$ cat src/rtl/alu_seq_if.sv
`default_nettype none
// ============================================================================
// Module      : alu_seq_if
// Description : Request/response bundle for the multi-cycle ALU.
//               Request side : in_valid/in_ready handshake carrying op, a, b.
//               Response side: out_valid/out_ready handshake carrying
//                              result and zero; busy is a status flag.
//               master modport - the issuing pipeline stage
//               slave  modport - the ALU itself
// Revision    : 1.0  initial release
// ============================================================================
interface alu_seq_if #(
  parameter int WIDTH = 32
);
  logic             in_valid;
  logic             in_ready;
  logic [3:0]       op;
  logic [WIDTH-1:0] a;
  logic [WIDTH-1:0] b;
  logic             out_valid;
  logic             out_ready;
  logic [WIDTH-1:0] result;
  logic             zero;
  logic             busy;

  modport master (
    output in_valid, op, a, b, out_ready,
    input  in_ready, out_valid, result, zero, busy
  );

  modport slave (
    input  in_valid, op, a, b, out_ready,
    output in_ready, out_valid, result, zero, busy
  );
endinterface
`default_nettype wire

$ cat src/rtl/alu_seq.sv
`default_nettype none
// ============================================================================
// Module      : alu_seq
// Description : Multi-cycle integer ALU with valid/ready handshakes.
//               Single-cycle ops are evaluated at acceptance; MUL uses a
//               shift-add loop and DIVU/REMU a restoring divider, one bit
//               per cycle for WIDTH cycles. One operation in flight.
// Ports       : clk   - rising-edge clock
//               rst_n - synchronous active-low reset
//               bus   - alu_seq_if.slave (in_valid, in_ready, op, a, b,
//                       out_valid, out_ready, result, zero, busy)
// Parameters  : WIDTH - operand/result width, power of two, >= 8
// Revision    : 1.0  initial release
// ============================================================================
module alu_seq #(
  parameter int WIDTH = 32
) (
  input  wire logic  clk,
  input  wire logic  rst_n,
  alu_seq_if.slave   bus
);

  localparam int SHW = $clog2(WIDTH);

  localparam logic [3:0] OP_ADD  = 4'b0000;
  localparam logic [3:0] OP_AND  = 4'b0001;
  localparam logic [3:0] OP_OR   = 4'b0010;
  localparam logic [3:0] OP_SLL  = 4'b0011;
  localparam logic [3:0] OP_SLT  = 4'b0100;
  localparam logic [3:0] OP_SRL  = 4'b0101;
  localparam logic [3:0] OP_SUB  = 4'b0110;
  localparam logic [3:0] OP_XOR  = 4'b0111;
  localparam logic [3:0] OP_BEQ  = 4'b1000;
  localparam logic [3:0] OP_BNE  = 4'b1001;
  localparam logic [3:0] OP_SRA  = 4'b1010;
  localparam logic [3:0] OP_SLTU = 4'b1011;
  localparam logic [3:0] OP_RSVD = 4'b1111;

  // Low two op bits of the iterative group: 00 MUL, 01 DIVU, 10 REMU
  localparam logic [1:0] K_MUL  = 2'b00;
  localparam logic [1:0] K_DIVU = 2'b01;

  typedef enum logic [1:0] {
    IDLE = 2'd0,
    BUSY = 2'd1,
    DONE = 2'd2
  } state_t;

  state_t           state;
  state_t           state_next;

  logic [SHW:0]     count;
  logic [1:0]       kind;
  logic [WIDTH-1:0] acc;      // MUL accumulator / DIV partial remainder
  logic [WIDTH-1:0] opa;      // MUL shifted multiplicand / DIV quotient-dividend
  logic [WIDTH-1:0] opb;      // MUL shifted multiplier / DIV divisor
  logic [WIDTH-1:0] result_q;
  logic             zero_q;
  logic             out_valid_q;

  logic             accept;
  logic             iter_op;
  logic             last_iter;
  logic [SHW-1:0]   shamt;
  logic [WIDTH-1:0] quick_result;
  logic             quick_zero;
  logic [WIDTH-1:0] mul_sum;
  logic [WIDTH:0]   div_shift;
  logic [WIDTH:0]   div_diff;
  logic             div_ok;
  logic [WIDTH-1:0] rem_next;
  logic [WIDTH-1:0] quo_next;

  assign accept    = bus.in_valid && (state == IDLE);
  assign iter_op   = (bus.op[3:2] == 2'b11) && (bus.op != OP_RSVD);
  assign last_iter = (state == BUSY) && (count == (SHW+1)'(1));
  assign shamt     = bus.b[SHW-1:0];

  // Handshake outputs depend only on registered state
  assign bus.in_ready  = (state == IDLE);
  assign bus.busy      = (state == BUSY);
  assign bus.out_valid = out_valid_q;
  assign bus.result    = result_q;
  assign bus.zero      = zero_q;

  // --------------------------------------------------------------------------
  // FSM
  // --------------------------------------------------------------------------
  always_ff @(posedge clk) begin
    if (!rst_n) begin
      state <= IDLE;
    end else begin
      state <= state_next;
    end
  end

  always_comb begin
    state_next = state;
    case (state)
      IDLE: if (accept) state_next = iter_op ? BUSY : DONE;
      BUSY: if (last_iter) state_next = DONE;
      DONE: if (out_valid_q && bus.out_ready) state_next = IDLE;
      default: state_next = IDLE;
    endcase
  end

  // --------------------------------------------------------------------------
  // Single-cycle operations, evaluated on the live request at acceptance
  // --------------------------------------------------------------------------
  always_comb begin
    quick_result = '0;
    quick_zero   = 1'b0;
    case (bus.op)
      OP_ADD:  quick_result = bus.a + bus.b;
      OP_AND:  quick_result = bus.a & bus.b;
      OP_OR:   quick_result = bus.a | bus.b;
      OP_SLL:  quick_result = bus.a << shamt;
      OP_SLT:  quick_result = {{(WIDTH-1){1'b0}}, ($signed(bus.a) < $signed(bus.b))};
      OP_SRL:  quick_result = bus.a >> shamt;
      OP_SUB:  quick_result = bus.a - bus.b;
      OP_XOR:  quick_result = bus.a ^ bus.b;
      OP_BEQ:  quick_zero   = (bus.a == bus.b);
      OP_BNE:  quick_zero   = (bus.a != bus.b);
      OP_SRA:  quick_result = WIDTH'($signed(bus.a) >>> shamt);
      OP_SLTU: quick_result = {{(WIDTH-1){1'b0}}, (bus.a < bus.b)};
      default: begin
        quick_result = '0;
        quick_zero   = 1'b0;
      end
    endcase
  end

  // --------------------------------------------------------------------------
  // Iteration step. The divider shifts the next dividend bit (MSB of opa)
  // into the partial remainder and keeps the trial subtraction when it does
  // not borrow. A zero divisor never borrows, so the quotient fills with ones
  // and the remainder ends up equal to the dividend with no special case.
  // --------------------------------------------------------------------------
  assign mul_sum   = acc + (opb[0] ? opa : '0);
  assign div_shift = {acc, opa[WIDTH-1]};
  assign div_diff  = div_shift - {1'b0, opb};
  assign div_ok    = !div_diff[WIDTH];
  assign rem_next  = div_ok ? div_diff[WIDTH-1:0] : div_shift[WIDTH-1:0];
  assign quo_next  = {opa[WIDTH-2:0], div_ok};

  always_ff @(posedge clk) begin
    if (!rst_n) begin
      count       <= '0;
      kind        <= '0;
      acc         <= '0;
      opa         <= '0;
      opb         <= '0;
      result_q    <= '0;
      zero_q      <= 1'b0;
      out_valid_q <= 1'b0;
    end else begin
      // out_valid trails entry into DONE by one cycle and drops at transfer
      out_valid_q <= (state == DONE) && !(out_valid_q && bus.out_ready);

      case (state)
        IDLE: begin
          if (accept) begin
            if (iter_op) begin
              // MUL and DIV share one load: acc=0, opa=a, opb=b
              kind  <= bus.op[1:0];
              count <= (SHW+1)'(WIDTH);
              acc   <= '0;
              opa   <= bus.a;
              opb   <= bus.b;
            end else begin
              result_q <= quick_result;
              zero_q   <= quick_zero;
            end
          end
        end
        BUSY: begin
          count <= count - (SHW+1)'(1);
          if (kind == K_MUL) begin
            acc <= mul_sum;
            opa <= {opa[WIDTH-2:0], 1'b0};
            opb <= {1'b0, opb[WIDTH-1:1]};
          end else begin
            acc <= rem_next;
            opa <= quo_next;
          end
          if (last_iter) begin
            zero_q <= 1'b0;
            if (kind == K_MUL) begin
              result_q <= mul_sum;
            end else if (kind == K_DIVU) begin
              result_q <= quo_next;
            end else begin
              result_q <= rem_next;
            end
          end
        end
        default: ;
      endcase
    end
  end

endmodule
`default_nettype wire

$ cat src/flat_wrapper.sv
// flat-port wrapper written by rule: the top's interface ports become plain ports
module alu_seq_flat 
#(
  parameter int WIDTH = 32
)
  (clk, rst_n, bus_in_valid, bus_op, bus_a, bus_b, bus_out_ready, bus_in_ready, bus_out_valid, bus_result, bus_zero, bus_busy);
  alu_seq_if #(.WIDTH(WIDTH)) bus_i ();
  input  wire logic clk;
  input  wire logic rst_n;
  input wire logic [$bits(bus_i.in_valid)-1:0] bus_in_valid;
  input wire logic [$bits(bus_i.op)-1:0] bus_op;
  input wire logic [$bits(bus_i.a)-1:0] bus_a;
  input wire logic [$bits(bus_i.b)-1:0] bus_b;
  input wire logic [$bits(bus_i.out_ready)-1:0] bus_out_ready;
  output wire logic [$bits(bus_i.in_ready)-1:0] bus_in_ready;
  output wire logic [$bits(bus_i.out_valid)-1:0] bus_out_valid;
  output wire logic [$bits(bus_i.result)-1:0] bus_result;
  output wire logic [$bits(bus_i.zero)-1:0] bus_zero;
  output wire logic [$bits(bus_i.busy)-1:0] bus_busy;
  assign bus_i.in_valid = bus_in_valid;
  assign bus_i.op = bus_op;
  assign bus_i.a = bus_a;
  assign bus_i.b = bus_b;
  assign bus_i.out_ready = bus_out_ready;
  assign bus_in_ready = bus_i.in_ready;
  assign bus_out_valid = bus_i.out_valid;
  assign bus_result = bus_i.result;
  assign bus_zero = bus_i.zero;
  assign bus_busy = bus_i.busy;
  alu_seq #(.WIDTH(WIDTH)) u_core (.clk(clk), .rst_n(rst_n), .bus(bus_i));
endmodule
$ cat config.mk
export PLATFORM = sky130hd
export DESIGN_NAME = alu_seq_flat
export DESIGN_NICKNAME = d
export VERILOG_FILES = /design/src/rtl/alu_seq_if.sv /design/src/rtl/alu_seq.sv /design/src/flat_wrapper.sv
export SDC_FILE = /design/constraint.sdc
export NUM_CORES = 1
export LEC_CHECK = 0
export ABC_AREA = 1
export BUFFER_PORTS_ARGS = -buffer_cell sky130_fd_sc_hd__buf_2
export CAP_MARGIN = 20
export CORE_ASPECT_RATIO = 0.6
export CORE_MARGIN = 5
export CORE_UTILIZATION = 35
export CTS_CLUSTER_DIAMETER = 60
export DETAILED_ROUTE_END_ITERATION = 10
export PLACE_DENSITY = 0.54
export SETUP_SLACK_MARGIN = 0.15
export SYNTH_ARGS = -nofsm -noshare
export SYNTH_HDL_FRONTEND = slang
export SYNTH_SLANG_ARGS = --single-unit
$ cat constraint.sdc
create_clock -name clk -period 2.7 [get_ports clk]
set_input_delay 0.405 -clock clk [delete_from_list [all_inputs] [get_ports clk]]
set_output_delay 0.405 -clock clk [all_outputs]
set_load 0.02 [all_outputs]
==> impl_results.md <==
* Outcome: finished with violations
* Failing checks: negative setup slack
* Worst R2R Setup Slack at -80 ps
* Crit Path Max Fanout at 6
* Post-synthesis sequential area ratio at 12.8%
* Crit path max-delay family: simple AND/OR/NAND/NOR gates
* Slowest CP cell: dfxtp_1
* Layout cells sized above 1 at 28.4%
* First-pass GRT wire length at 192000 um
* Unrepaired setup endpoints after global routing: yes
* Initial Util at 35.1%
* 1st-iter DRT viols at 5036
* Number of synthesized register bits at 140
* Worst Hold Depth at 4
* Hold Violations, Final at 0
* Max_cap viols at 0
* CTS buffer count at 25
* Post-Synthesis Cells at 4130
* Max-slew violations at 0
* Pwr dens at 350 nW/um2
* NumNets Final at 5194
* DRT Pass-1 Iters at 9
* GR Util All Layers at 38.1%
* Port bufs at 107
* Die ar. at 67900 um2
* Syn_nets at 4378
* Final period util at 103%
* Crit path DAT at 3150 ps
* Die H at 204 um
* Fill count at 6653
* Routed Antenna Nets at 0
* Rel. slew slack at 39.4%
* Pleak at 17.1 nW
* Worst-path cell chain: ha_4 -> nand2_1 -> nor2_1 -> nand2_1 -> nor2_2 -> nand2_4 -> nand2_4 -> buf_6 -> nand2_8 -> nand2_8 -> buf_12 -> buf_16 -> nand2_4 -> nand3_2 -> nand3_2 -> nor2_2 -> nor2_1
* Cell mode on critical path: nand2_4
* Placer Congestion at 1.11
* Core ar. at 62400 um2
* Worst reg2reg path depth at 17
* Antenna diode count at 0
* Synth area leaders: nand2_1 (24%), dfxtp_1 (13%), nand3_1 (12%)
* WL/cell at 23.6 um
* Post-Syn Area at 21900 um2
* Critical path class: flop to flop
* Initial antenna violation count at 3
* Library cells used by synthesis at 49
* Crit path buffers/inverters at 3
* CP required at 3070 ps
* Total grt overflow at 0
* Final Setup Violations at 8
* Final Worst Setup Slack at -81.5 ps
* VDD IR max at 0.313 mV
* Slowest stage delay, CP at 690 ps
* FMAX at 360 MHz
* Worst R2R Start: u_core.acc[15]
* Pre-CTS WS at -466 ps
* Post-Syn Area per Cell at 5.31 um2
* Setup crit end kind: flop
* Area grow syn2layout at 47.1%
* Row cnt at 71
* Vias in the first global route at 28300
* HP Class: input pin to flop
* Root Driver: clkbuf_16
* Hold endpoint: u_core.bus.out_valid
* # IOs at 108
* Worst Skew at 29.3 ps
* CTS tree: done
* Beginning of the worst hold path: bus_out_ready
* Tmin final at 2780 ps
* Total negative slack at -150 ps
* Half-perimeter wire length after placement at 114000 um
* Largest net degree at the start of global routing at 109
* Die Wd at 333 um
* Area leader, netlist: nand2_1
* Sink Count at 140
* Largest buffer count on any clock path at 3
* H-tree levels at 4
* Residual DRC at 0
* WL final at 137000 um
* Yosys top cell area share at 24.1%
* CP Launch Type: flop
* Syn. warnings at 0
* Worst skew pair latency at 500 ps
* Via count at 31900
* R2r endpoint: u_core.bus.result[27]
* Worst-path clk slew at 70 ps
* Drt via density at 5.51
* Worst-Margin Slew at 903 ps
==> metal layers <==
layer | track usage (%) | vias to the layer above | share of wire [%] | routed length (um)
met3 | 20.2 | 187 | 18 | 25100
met4 | 7.23 | 4 | 2.4 | 3250
met5 | 0 | - | 0.018 | 25
met1 | 59.3 | 14800 | 46 | 63200
li1 | - | 14900 | - | -
met2 | 44.0 | 2009 | 33 | 44900
==> what timing repair did <==
action / CTS / global route
pin swaps: 31 / 71
cloned: 5 / 1
hold buffers: 0 / 0
setup buffers: 7 / 18
endpoints found under the setup margin: 65 / 65
gates resized for setup: 161 / 308
==> registers in the layout, indices dropped and copies added (netlist names) <==
signal                count
u_core.acc               32
u_core.bus.out_valid      1
u_core.bus.result        32
u_core.bus.zero           1
u_core.count              6
u_core.kind               2
u_core.opa               32
u_core.opb               32
u_core.state              2
==> cells in the mapped netlist, drive strengths merged <==
master      n
o21ai     154
nand2    1423
and3        5
nand3b     16
nor4        2
nor3b       1
inv       590
clkinv      6
o211a       1
or2         5
a211oi     64
o221ai      2
xor2        1
o211ai     32
nor3       43
a21o       11
nand3     538
dfxtp     140
nand4      36
a21boi      3
ha        172
a22oi       3
fa          4
o21a        3
and2       14
buf       109
a21oi     218
o21bai     24
mux2i       2
o2111ai     3
a31oi      49
xnor2      17
a221oi      6
nor2      350
clkbuf     68
o22ai      15
==> worst max path at each step <==
stage / start / endpoint / slack, ps / cells after the start
4_1_cts: u_core.opb[0] / u_core.bus.result[2] / 20 / 21
3_3_place_gp: bus_b[4] / u_core.bus.result[13] / -500 / 16
5_1_grt: u_core.opb[0] / u_core.bus.result[27] / -120 / 20
3_5_place_dp: bus_b[4] / u_core.bus.result[13] / -470 / 16
2_1_floorplan: bus_b[4] / u_core.bus.result[0] / 140 / 21
6_report: u_core.acc[15] / u_core.bus.result[27] / -80 / 17
==> power by group <==
group          total (W)  switching [W]  internal [W]  leakage (nW)
Combinational    0.00620        0.00388       0.00232          15.6
Clock            0.00276        0.00104       0.00171         0.332
Sequential       0.00233       0.000129       0.00220          1.15
==> cells in the final DEF, fill, tap and decap left out, types with 11 or more instances in the layout <==
master and n:
ha_4 32, buf_12 32, a21oi_1 168, o211ai_1 32, o21bai_1 22, dfxtp_1 129, o21ai_1 16, buf_2 107
nor2_2 33, nor2_4 13, a31oi_1 47, nand3_1 480, inv_1 554, and2_1 14, inv_2 32, a21o_1 11
a21oi_2 45, nand2_1 1287, buf_6 18, a211oi_1 64, xnor2_1 16, nand2_2 99, buf_4 801, ha_1 130
nor3_1 34, o21ai_0 129, nand3_2 46, nor2_1 304, nand4_1 36, nand3b_1 16, o22ai_1 15, nand3_4 12
clkbuf_16 26, nand2_4 33
==> cell families after synthesis <==
logic type      share of synthesized area, %
simple gates                            46.5
buf+inv                                 14.0
compound gates                          15.7
fa+ha+maj                               10.2
flops                                   12.8
xor+xnor                               0.719
mux                                   0.0913
==> final cells by class <==
type / instances / area [um2] / share of cell area, %
Clock buffer: 32 / 672 / 2.08
Clock inverter: 1 / 5.00 / 0.0155
Inverter: 596 / 2250 / 6.99
Multi-Input combinational cell: 3219 / 17900 / 55.5
Sequential cell: 140 / 2820 / 8.75
Tap cell: 839 / 1050 / 3.26
Timing Repair Buffer: 964 / 7530 / 23.4
==> tightest hold or removal path, delay by kind of cell <==
family	cells	cell delay (ps)
and+or+nand+nor	3	160
buffers and inverters	1	70
==> stage by stage <==
| step | std cells | hold WS, ps | utilization [%] | total power [W] | instance area (um2) |
|---|---|---|---|---|---|
| 3_3_place_gp | 5727 | 474 | 46.9 | 0.00769 | 29300 |
| 3_5_place_dp | 5727 | 474 | 46.9 | 0.00767 | 29300 |
| 6_report | 5791 | 178 | 51.7 | 0.0113 | 32200 |
| 4_1_cts | 5772 | 173 | 49.4 | 0.0106 | 30800 |
| 5_1_grt | 5791 | 206 | 51.7 | 0.0117 | 32200 |
| 2_1_floorplan | 4130 | 440 | - | 0.00492 | 21900 |
(Power assumes the default switching activity.)
